File: src/rtl/cam_pkg.sv
// Shared definitions for the DVP camera path: FSM states, default OV7670
// timing, RGB444 byte packing and the colour-bar palette. The capture block
// uses the same packing functions so both sides agree on byte order.
package cam_pkg;

  typedef enum logic [2:0] {
    ST_IDLE   = 3'd0,
    ST_VSYNC  = 3'd1,
    ST_VBACK  = 3'd2,
    ST_ACTIVE = 3'd3,
    ST_VFRONT = 3'd4
  } tx_state_t;

  localparam int DEF_H_ACTIVE    = 640;
  localparam int DEF_V_ACTIVE    = 480;
  localparam int DEF_H_BLANK     = 288;
  localparam int DEF_VSYNC_LINES = 3;
  localparam int DEF_V_BACK      = 17;
  localparam int DEF_V_FRONT     = 10;

  localparam logic [11:0] BAR_WHITE   = 12'hFFF;
  localparam logic [11:0] BAR_YELLOW  = 12'hFF0;
  localparam logic [11:0] BAR_CYAN    = 12'h0FF;
  localparam logic [11:0] BAR_GREEN   = 12'h0F0;
  localparam logic [11:0] BAR_MAGENTA = 12'hF0F;
  localparam logic [11:0] BAR_RED     = 12'hF00;
  localparam logic [11:0] BAR_BLUE    = 12'h00F;
  localparam logic [11:0] BAR_BLACK   = 12'h000;

  // First byte on the bus carries red in the low nibble.
  function automatic logic [7:0] pack_byte0(input logic [11:0] pix);
    return {4'b0000, pix[11:8]};
  endfunction

  // Second byte carries green (high nibble) and blue (low nibble).
  function automatic logic [7:0] pack_byte1(input logic [11:0] pix);
    return pix[7:0];
  endfunction

  // Colour of bar 0..7, left to right.
  function automatic logic [11:0] bar_color(input logic [2:0] idx);
    logic [11:0] c;
    case (idx)
      3'd0:    c = BAR_WHITE;
      3'd1:    c = BAR_YELLOW;
      3'd2:    c = BAR_CYAN;
      3'd3:    c = BAR_GREEN;
      3'd4:    c = BAR_MAGENTA;
      3'd5:    c = BAR_RED;
      3'd6:    c = BAR_BLUE;
      default: c = BAR_BLACK;
    endcase
    return c;
  endfunction

endpackage

File: src/rtl/cam_tx_timing.sv
// Frame/line timing generator for the DVP transmitter. Owns the horizontal
// counter, the line-within-state counter and the state register. All decode
// outputs are combinational from registered state; the top registers them.
// Optional macro CAM_TX_TEST_PATTERN_EN adds the colour-bar index output.
module cam_tx_timing
  import cam_pkg::*;
#(
  parameter int H_ACTIVE    = DEF_H_ACTIVE,
  parameter int V_ACTIVE    = DEF_V_ACTIVE,
  parameter int H_BLANK     = DEF_H_BLANK,
  parameter int VSYNC_LINES = DEF_VSYNC_LINES,
  parameter int V_BACK      = DEF_V_BACK,
  parameter int V_FRONT     = DEF_V_FRONT
) (
  input  logic      clk,
  input  logic      rst_n,
  input  logic      start,
  output tx_state_t state,
  output logic      data_region,
  output logic      rd_strobe,
  output logic      byte_phase,
  output logic      frame_end
`ifdef CAM_TX_TEST_PATTERN_EN
  ,
  output logic [2:0] bar_idx
`endif
);

  localparam int LINE_LEN = 2 * H_ACTIVE + H_BLANK;
  localparam int HW = $clog2(LINE_LEN);
  localparam int LW = $clog2(VSYNC_LINES + V_BACK + V_ACTIVE + V_FRONT + 1);

  localparam logic [HW-1:0] H_LAST       = HW'(LINE_LEN - 1);
  localparam logic [HW-1:0] H_STROBE0    = HW'(LINE_LEN - 2);
  localparam logic [HW-1:0] H_DATA       = HW'(2 * H_ACTIVE);
  localparam logic [HW-1:0] H_STROBE_MAX = HW'(2 * H_ACTIVE - 2);

  tx_state_t     state_q, state_d;
  logic [HW-1:0] hcnt_q, hcnt_d;
  logic [LW-1:0] lcnt_q, lcnt_d;
  logic [LW-1:0] state_lines;
  logic          line_end;
  logic          last_line;

  assign line_end  = (hcnt_q == H_LAST);
  assign last_line = (lcnt_q == state_lines - LW'(1));

  // State and counter registers.
  always_ff @(posedge clk or negedge rst_n) begin
    if (!rst_n) begin
      state_q <= ST_IDLE;
      hcnt_q  <= '0;
      lcnt_q  <= '0;
    end else begin
      state_q <= state_d;
      hcnt_q  <= hcnt_d;
      lcnt_q  <= lcnt_d;
    end
  end

  // Number of lines spent in the current state.
  always_comb begin
    state_lines = LW'(1);
    case (state_q)
      ST_VSYNC:  state_lines = LW'(VSYNC_LINES);
      ST_VBACK:  state_lines = LW'(V_BACK);
      ST_ACTIVE: state_lines = LW'(V_ACTIVE);
      ST_VFRONT: state_lines = LW'(V_FRONT);
      default:   state_lines = LW'(1);
    endcase
  end

  // Next-state and counter advance; start is only looked at in IDLE and at
  // the very end of the front porch, so dropping it never truncates a frame.
  always_comb begin
    state_d = state_q;
    hcnt_d  = hcnt_q;
    lcnt_d  = lcnt_q;
    if (state_q == ST_IDLE) begin
      hcnt_d = '0;
      lcnt_d = '0;
      if (start) state_d = ST_VSYNC;
    end else begin
      hcnt_d = line_end ? '0 : hcnt_q + HW'(1);
      if (line_end) begin
        if (last_line) begin
          lcnt_d = '0;
          case (state_q)
            ST_VSYNC:  state_d = ST_VBACK;
            ST_VBACK:  state_d = ST_ACTIVE;
            ST_ACTIVE: state_d = ST_VFRONT;
            ST_VFRONT: state_d = start ? ST_VSYNC : ST_IDLE;
            default:   state_d = ST_IDLE;
          endcase
        end else begin
          lcnt_d = lcnt_q + LW'(1);
        end
      end
    end
  end

  // Pixel p's first byte is decoded at hcnt=2p; its read strobe is decoded
  // two counts earlier, which for p=0 lands at LINE_LEN-2 of the previous
  // line (last VBACK line or a non-final ACTIVE line).
  assign state       = state_q;
  assign data_region = (state_q == ST_ACTIVE) && (hcnt_q < H_DATA);
  assign byte_phase  = hcnt_q[0];
  assign frame_end   = (state_q == ST_VFRONT) && last_line && line_end;
  assign rd_strobe   = ((state_q == ST_ACTIVE) && !hcnt_q[0] && (hcnt_q < H_STROBE_MAX)) ||
                       ((hcnt_q == H_STROBE0) &&
                        (((state_q == ST_VBACK) && last_line) ||
                         ((state_q == ST_ACTIVE) && !last_line)));

`ifdef CAM_TX_TEST_PATTERN_EN
  int col8;
  // Bar index of the current column: col*8/H_ACTIVE gives 8 equal bars.
  always_comb begin
    col8    = ((int'(hcnt_q) >> 1) * 8) / H_ACTIVE;
    bar_idx = col8[2:0];
  end
`endif

endmodule

File: src/rtl/cam_dvp_tx.sv
// OV7670-style DVP transmitter: fetches 12-bit RGB444 pixels from a frame
// memory and sends them as two bytes per pixel with vsync/href timing.
// Optional macro CAM_TX_TEST_PATTERN_EN replaces the memory with 8 vertical
// colour bars and holds o_rd_en low; timing is identical in both builds.
// Memory handshake: o_rd_en is a one-cycle strobe with o_rd_addr valid in the
// same cycle; i_rd_data must be valid exactly one cycle later. No backpressure.
module cam_dvp_tx
  import cam_pkg::*;
#(
  parameter int H_ACTIVE    = DEF_H_ACTIVE,
  parameter int V_ACTIVE    = DEF_V_ACTIVE,
  parameter int H_BLANK     = DEF_H_BLANK,
  parameter int VSYNC_LINES = DEF_VSYNC_LINES,
  parameter int V_BACK      = DEF_V_BACK,
  parameter int V_FRONT     = DEF_V_FRONT
) (
  input  logic        i_pclk,
  input  logic        i_rstn,
  input  logic        i_start,
  output logic [18:0] o_rd_addr,
  output logic        o_rd_en,
  input  logic [11:0] i_rd_data,
  output logic        o_vsync,
  output logic        o_href,
  output logic [7:0]  o_D,
  output logic        o_frame_done,
  output tx_state_t   dbg_state
);

  tx_state_t   state;
  logic        data_region;
  logic        rd_strobe;
  logic        byte_phase;
  logic        frame_end;
  logic [11:0] src_pix;
  logic [11:0] pix_q;
`ifdef CAM_TX_TEST_PATTERN_EN
  logic [2:0]  bar_idx;
`endif

  cam_tx_timing #(
    .H_ACTIVE    (H_ACTIVE),
    .V_ACTIVE    (V_ACTIVE),
    .H_BLANK     (H_BLANK),
    .VSYNC_LINES (VSYNC_LINES),
    .V_BACK      (V_BACK),
    .V_FRONT     (V_FRONT)
  ) u_timing (
    .clk         (i_pclk),
    .rst_n       (i_rstn),
    .start       (i_start),
    .state       (state),
    .data_region (data_region),
    .rd_strobe   (rd_strobe),
    .byte_phase  (byte_phase),
    .frame_end   (frame_end)
`ifdef CAM_TX_TEST_PATTERN_EN
    ,
    .bar_idx     (bar_idx)
`endif
  );

  assign dbg_state = state;

  // Pixel source for the byte-0 cycle: memory data or the bar generator.
  always_comb begin
`ifdef CAM_TX_TEST_PATTERN_EN
    src_pix = bar_color(bar_idx);
`else
    src_pix = i_rd_data;
`endif
  end

  // Registered outputs, address counter and held pixel for byte 1.
  always_ff @(posedge i_pclk or negedge i_rstn) begin
    if (!i_rstn) begin
      o_vsync      <= 1'b0;
      o_href       <= 1'b0;
      o_D          <= 8'h00;
      o_rd_en      <= 1'b0;
      o_rd_addr    <= '0;
      o_frame_done <= 1'b0;
      pix_q        <= '0;
    end else begin
      o_vsync      <= (state == ST_VSYNC);
      o_href       <= data_region;
      o_frame_done <= frame_end;
`ifdef CAM_TX_TEST_PATTERN_EN
      o_rd_en      <= 1'b0;
`else
      o_rd_en      <= rd_strobe;
`endif
      // No strobes happen during VSYNC, so clearing throughout it is safe.
      if (state == ST_VSYNC) begin
        o_rd_addr <= '0;
      end else if (o_rd_en) begin
        o_rd_addr <= o_rd_addr + 19'd1;
      end
      if (data_region) begin
        if (!byte_phase) begin
          o_D   <= pack_byte0(src_pix);
          pix_q <= src_pix;
        end else begin
          o_D   <= pack_byte1(pix_q);
        end
      end else begin
        o_D <= 8'h00;
      end
    end
  end

endmodule

File: config.mk
export PLATFORM = sky130hd
export DESIGN_NAME = cam_dvp_tx
export DESIGN_NICKNAME = d
export VERILOG_FILES = /design/src/rtl/cam_pkg.sv /design/src/rtl/cam_tx_timing.sv /design/src/rtl/cam_dvp_tx.sv
export SDC_FILE = /design/constraint.sdc
export NUM_CORES = 1
export LEC_CHECK = 0
export CAP_MARGIN = 20
export CORE_ASPECT_RATIO = 1.1
export CORE_UTILIZATION = 50
export DETAILED_ROUTE_END_ITERATION = 10
export PLACE_DENSITY = 0.85
export SKIP_LAST_GASP = 1
export SYNTH_ARGS = -nofsm -noshare
export SYNTH_HDL_FRONTEND = slang
export SYNTH_SLANG_ARGS = --single-unit
File: constraint.sdc
create_clock -name i_pclk -period 2.81 [get_ports i_pclk]
set_input_delay 0.562 -clock i_pclk [delete_from_list [all_inputs] [get_ports i_pclk]]
set_output_delay 0.562 -clock i_pclk [all_outputs]
set_load 0.05 [all_outputs]
After elaboration in Yosys (flattened, before gate mapping). Cells that the tools add are included.

Flip-flop bits (word level): 62. Input port bits: 15. Output and inout bits: 34. Word-level logic and storage cells: 59.

Add/sub/neg operators: 4. $lt $le $gt $ge: 2. Equality and inequality tests: 8. Muxes and demuxes: 16. Bitwise operators: 1. Reductions and logical operators: 18.

Operator list (count): $mux W19 (2); $pmux W9 S4 (1); $mux W9 (3); $eq A11 B11 Y1 const B (2); $lt A11 B11 Y1 const B (2); $mux W11 (2); $add A19 B1 Y19 const B (1); $mux W8 (2); $mux W3 (4); $pmux W3 S4 (1); $add A11 B1 Y11 const B (1); $add A9 B1 Y9 const B (1); $eq A9 B9 Y1 (1); $sub A9 B1 Y9 const B (1); $logic_and A1 B1 Y1 (8); $eq A3 B2 Y1 const B (2); $reduce_bool A2 Y1 (3); $eq A3 B1 Y1 const B (1); $eq A3 B3 Y1 const B (1); $logic_not A3 Y1 (1); $reduce_and A3 Y1 (1); $logic_not A1 Y1 (2); $logic_or A1 B1 Y1 (2); $ne A2 B2 Y1 const B (1); other kinds (3) (3).

Longest topological paths before layout.
Word-level depth: 9. Mapped depth: 10. Mapped depth without buffers: 8.

Modules after synthesis. Synthesis repeated with hierarchy kept, for this count alone.

Cells, all modules: 315. Area total of the unflattened synthesis: 3159.3 sq um.

Modules (own cells, without submodules): cam_dvp_tx (times used 1, cells an instance 143, area each 1645.3 sq um, sequential area each 975.9 sq um); cam_tx_timing (times used 1, cells an instance 172, area each 1514.0 sq um, sequential area each 575.6 sq um).

Worst setup path after synthesis. No wires, ideal clock.

Path kind: register to register. Start: register u_timing.state_q[2] (netlist: u_timing.state[2]). End: register u_timing.state_q[1] (netlist: u_timing.state[1]). Library setup time: 0.124 ns. Arrival: 2.443 ns. Required time: 2.686 ns. Slack: 0.243 ns. Cell stages (with the launch flop): 11. Path buffers: 3. Period minus slack after synthesis: 2.567 ns. Cell sequence: dfrtp_1 > buf_6 > and3b_1 > buf_6 > ha_1 > xor2_1 > xnor2_1 > nand4_1 > buf_6 > o31a_1 > a211o_1.

Word-level cells in the longest chain between the ends: 6. Elaborated cells between the ends (all ways): 16. Those cells by class: add/sub (1); eq/ne (6); mux (5); reduce/logical (4).

Ends and longest elaborated chain: from (decl) (line cam_tx_timing.sv:38) `tx_state_t state_q, state_d;`; from (signal assigned) (line cam_tx_timing.sv:55) `state_q <= state_d;`; $eq A3 B3 Y1 (tied with other cells) (line cam_tx_timing.sv:64, cam_tx_timing.sv:88); $pmux W9 S4 (line cam_tx_timing.sv:64) `case (state_q)`; $sub A9 B1 Y9 (line cam_tx_timing.sv:46) `assign last_line = (lcnt_q == state_lines - LW'(1));`; $eq A9 B9 Y1 (line cam_tx_timing.sv:46); $reduce_bool A2 Y1 (no source line); $reduce_and A3 Y1 (no source line).

Parallel ways exist; a longest one is shown, timed or not. The select of a mux whose other input is x is not followed. A chain may end at the register's enable or synchronous reset.

Worst setup path in the final report.
Start: register u_timing.state_q[0] (netlist: u_timing.state[0]). End: register u_timing.lcnt_q[5].

Word-level cells in the longest chain between the ends: 7. Elaborated cells between the ends (all ways): 12. Those cells by class: add/sub (1); eq/ne (5); mux (4); reduce/logical (2).

Ends and longest elaborated chain: $eq A3 B3 Y1 (tied with other cells) (line cam_tx_timing.sv:64); $pmux W9 S4 (line cam_tx_timing.sv:64); $sub A9 B1 Y9 (line cam_tx_timing.sv:46); $eq A9 B9 Y1 (line cam_tx_timing.sv:46); $mux W9 (line cam_tx_timing.sv:86) `if (last_line) begin`; $mux W9 (line cam_tx_timing.sv:85) `if (line_end) begin`; $mux W9 (line cam_tx_timing.sv:79) `if (state_q == ST_IDLE) begin`; to (signal assigned) (line cam_tx_timing.sv:57) `lcnt_q <= lcnt_d;`; to (decl) (line cam_tx_timing.sv:40) `logic [LW-1:0] lcnt_q, lcnt_d;`.

Parallel ways exist; a longest one is shown, timed or not. The select of a mux whose other input is x is not followed.

==> impl_summary.md <==
Setup path
For this design, the slowest cell found on the critical path is sky130_fd_sc_hd__a21oi_1. In this design, the largest share of critical-path delay is due to compound AO/OA/AOI/OAI gates. The signal on the critical path passes through and3b_1 -> ha_1 -> xnor2_1 -> a21oi_1 -> o21ai_0 -> o31ai_1. The data arrival time at the worst-slack endpoint is 2.70 ns.

The startpoint identified for the worst register-to-register timing path is u_timing.state[0]$_DFFE_PN0P_. The worst setup path is launched from a register. The delay of the slowest cell on the worst path is 0.64 ns. The category of the worst setup path capture point is a register. The critical path starts at u_timing.state[0]$_DFFE_PN0P_. In this run the worst path has a maximum fanout of 13.

The worst setup path is of the register to register kind. Counting both buffers and inverters, the worst setup path holds a total of 0. The data required time of the critical path is 3.06 ns.

Placement
The last weighted congestion value of the routability-driven placer is 0.906. The count of port buffers added during placement is 48. Summed over all nets, the half-perimeter wirelength after detailed placement is 4.32 mm. After detailed placement, the design holds a cell count of 427.

Cells and area
The share of final-layout standard cells stronger than drive strength 1 is 9.59%. 0 antenna diodes ended up in the layout. The count of placed standard cells in the final layout, fillers left out is 442.

The post-synthesis to final-layout area growth is 23.2%. The number of nets in the layout is 381. The number of fill cells is 472.

Timing
The final worst-path cycle share is 87.0%. Static timing analysis puts the maximum clock frequency at 409 MHz. For the pin with the worst max-slew slack, the measured transition is 0.848 ns.

Measured against its own limit, the worst slew margin works out to 43.0%. Setup violations remaining at the end of the flow were counted as 0. Clock skew on the completed layout was measured at 0.0151 ns. The sum of negative setup slack is 0 ns. The final count of hold timing violations is 0. The number of max-slew violations in the final report is 0. Setup repair after global routing left no endpoint under its margin. The smallest clock period supported by the final layout is computed as 2.44 ns.

Floorplanning
After floorplanning, the core was sized to cover 5880 µm². The floorplan step defined a die boundary enclosing 6530 µm². From bottom edge to top edge, the die measures 84.6 µm. The number of top-level pins is 49. The cell row count is 29. The die extent in x is 77.1 µm.

The effective utilization at floorplan is 52.8%.

Detailed routing
The first detailed-routing pass took 4 iterations. Dividing the detail-routed wire length by the instance count gives 14.1 µm. The routed via count is 2456. In the routed layout, each cell is associated on average with a via count of 5.56. The first routing iteration left 109 violations. The DRC violation count after routing is 0. The wire length after detailed routing is 6.21 mm.

The detail route stage leaves a number of antenna-violating nets equal to 0.

Global route
The first global-routing pass estimated 10.7 mm of wire. For this run the aggregate overflow at the end of global routing stands at 0. Global routing used 20.9% of the available tracks across all layers. The largest net degree at the start of global routing is 63. The number of global-route vias before repair was 2354. The initial antenna violation count is 0.

Clocking
The buffer type at the clock tree root is sky130_fd_sc_hd__clkbuf_8. The CTS sink count is 62. The later pin in the worst-skew pair is clocked with a latency of 0.35 ns. The post-CTS clock slew at the launch and capture registers of the worst setup and hold paths is 0.07 ns.

TritonCTS built the clock tree. The number of levels in the clock H-tree is 3. Hold repair after CTS inserted 0 buffers.

Gates resized during post-CTS repair numbered 0. The post-CTS setup-driven buffer insertion count is 0. TritonCTS created 9 clock buffers. The number of buffers between clock root and the deepest sink is 2.

Yosys
When the netlist entered floorplanning its net count stood at 327. Yosys mapped a number of flops with a built-in enable equal to 0. The average footprint of a synthesized cell is 10.1 µm². By instance count, the leading cell after synthesis is sky130_fd_sc_hd__dfrtp_1. The count of mapped cells out of synthesis is 307. Synthesis instantiated 50 different standard cells from the library.

The number of warnings issued by yosys is 0. The cell area after technology mapping is 3100 µm². In the synthesized netlist, the cells that appear most often are 62 x sky130_fd_sc_hd__dfrtp_1, 47 x sky130_fd_sc_hd__nor2_1, 32 x sky130_fd_sc_hd__nand2_1. Sequential elements use 50.0% of the synthesized area.

The predominant post-synthesis flop cell is sky130_fd_sc_hd__dfrtp_1. The fraction of registers with async set/reset is 100%. The library cell occupying the most area in the post-synthesis netlist is sky130_fd_sc_hd__dfrtp_1. The number of synthesized register bits is 62.

Summed over its instances, the top area cell type makes up 50.0% of the synthesized netlist area. After synthesis, the cell types taking the most area are sky130_fd_sc_hd__dfrtp_1 50%, sky130_fd_sc_hd__nor2_1 5.7%, sky130_fd_sc_hd__xnor2_1 4.5%, sky130_fd_sc_hd__xor2_1 4.5%, sky130_fd_sc_hd__nand2_1 3.9%.

Pwr
The areal power density over the cells is 417 nW/µm². The total leakage power is 0.00164 µW. The worst ir drop on vdd is 324 µV.

Job
The number of max-capacitance violations reported is 0.

Status
The flow ran to the end, and the final reports show no timing, DRC or antenna violations.

Hold path
The worst hold path belongs to the class input pin to asynchronous set/reset pin.
==> kinds of logic after synthesis <==
family                   Yosys count  share of synthesized area, %
flip-flops                        62                          50.0
AO/OA/AOI/OAI                     29                          6.69
AND/OR/NAND/NOR                  149                          24.2
multiplexers                      15                          5.20
adder cells (fa/ha/maj)            5                          2.02
buffers and inverters             15                          2.86
XOR/XNOR                          32                          9.03
==> layer usage <==
metal	track usage, %	share of wire, %
met2	34.3	49
met3	4.35	5.0
met4	10.3	2.3
met1	26.2	44
met5	0	0
==> cell usage in the layout, fill, tap and decap left out, drive strengths merged, types with 2 or more instances in the layout <==
cell           Yosys  layout
nand2b             2       2
clkdlybuf4s50      0      47
or3                4       4
a21oi              3       3
buf                7       7
o221ai             4       4
nand4              8       8
nand3             17      17
inv                4       4
and2               6       6
xnor2             16      16
o31ai              5       5
nand2             32      32
or4                2       2
mux2i              6       6
ha                 5       5
and3              10      10
nor3               5       5
mux2               9       9
nor2              48      48
clkbuf             4       9
a31oi              3       3
dfrtp             62      62
clkinvlp           0       4
xor2              16      16
nor4               2       2
nor2b              4       4
clkinv             0       2
and4               2       2
o21ai              5       5
==> stage by stage <==
| step | hold WS, ns | setup WS, ns | util, % | area, µm² | power (µW) |
|---|---|---|---|---|---|
| 5_1_grt | 0.264 | 0.0949 | 65.0 | 3820 | 1650 |
| 4_1_cts | 0.233 | 0.364 | 65.0 | 3820 | 1610 |
| 6_report | 0.231 | 0.367 | 65.0 | 3820 | 1600 |
| 3_3_place_gp | 0.482 | 0.476 | 62.3 | 3660 | 950 |
| 3_5_place_dp | 0.492 | 0.381 | 62.3 | 3660 | 951 |
| 2_1_floorplan | 0.266 | 0.243 | - | 3100 | 911 |
==> final timing paths <==
path | cells past startpoint | to | slack (ns)
max in group asynchronous | 2 | u_timing.lcnt_q[0]$_DFFE_PN0P_ | 2.32
worst max-delay path | 6 | u_timing.lcnt_q[5]$_DFFE_PN0P_ | 0.37
worst max register to register | 6 | u_timing.lcnt_q[5]$_DFFE_PN0P_ | 0.37
min in group i_pclk | 1 | pix_q[7]$_DFFE_PN0P_ | 0.51
worst min-delay path | 2 | o_rd_addr[10]$_DFFE_PN0P_ | 0.23
worst min register to register | 1 | pix_q[7]$_DFFE_PN0P_ | 0.51
==> flip-flops by register name, summed over array words and instances, names as in the netlist <==
name and flops:
o_frame_done 1, u_timing.state 3, o_vsync 1, o_href 1, u_timing.hcnt_q 11, pix_q 8, o_rd_addr 19, o_D 8
u_timing.lcnt_q 9, o_rd_en 1
==> layout make-up <==
| class | instances | area [µm²] | area share, % |
|---|---|---|---|
| Clock inverter | 6 | 40.0 | 1.05 |
| Sequential cell | 62 | 1550 | 40.6 |
| Multi-Input combinational cell | 230 | 1460 | 38.3 |
| Timing Repair Buffer | 54 | 533 | 13.9 |
| Inverter | 4 | 15.0 | 0.393 |
| Clock buffer | 9 | 124 | 3.24 |
| Tap cell | 77 | 96.3 | 2.52 |
==> worst reg2reg max path, cell delays in order, from the launching register on <==
cell and delay, ns:
sky130_fd_sc_hd__dfrtp_1 0.55, sky130_fd_sc_hd__and3b_1 0.35, sky130_fd_sc_hd__ha_1 0.24, sky130_fd_sc_hd__xnor2_1 0.09, sky130_fd_sc_hd__a21oi_1 0.64, sky130_fd_sc_hd__o21ai_0 0.26, sky130_fd_sc_hd__o31ai_1 0.23
==> power breakdown <==
part           leakage, µW  total (µW)  internal [µW]  switching [µW]
clock            0.0000731         664            310             353
combinational     0.000721        40.4           19.9            20.5
sequential        0.000842         892            892               0
total              0.00164        1600           1220             374
Power figures use the tool's default switching activity.
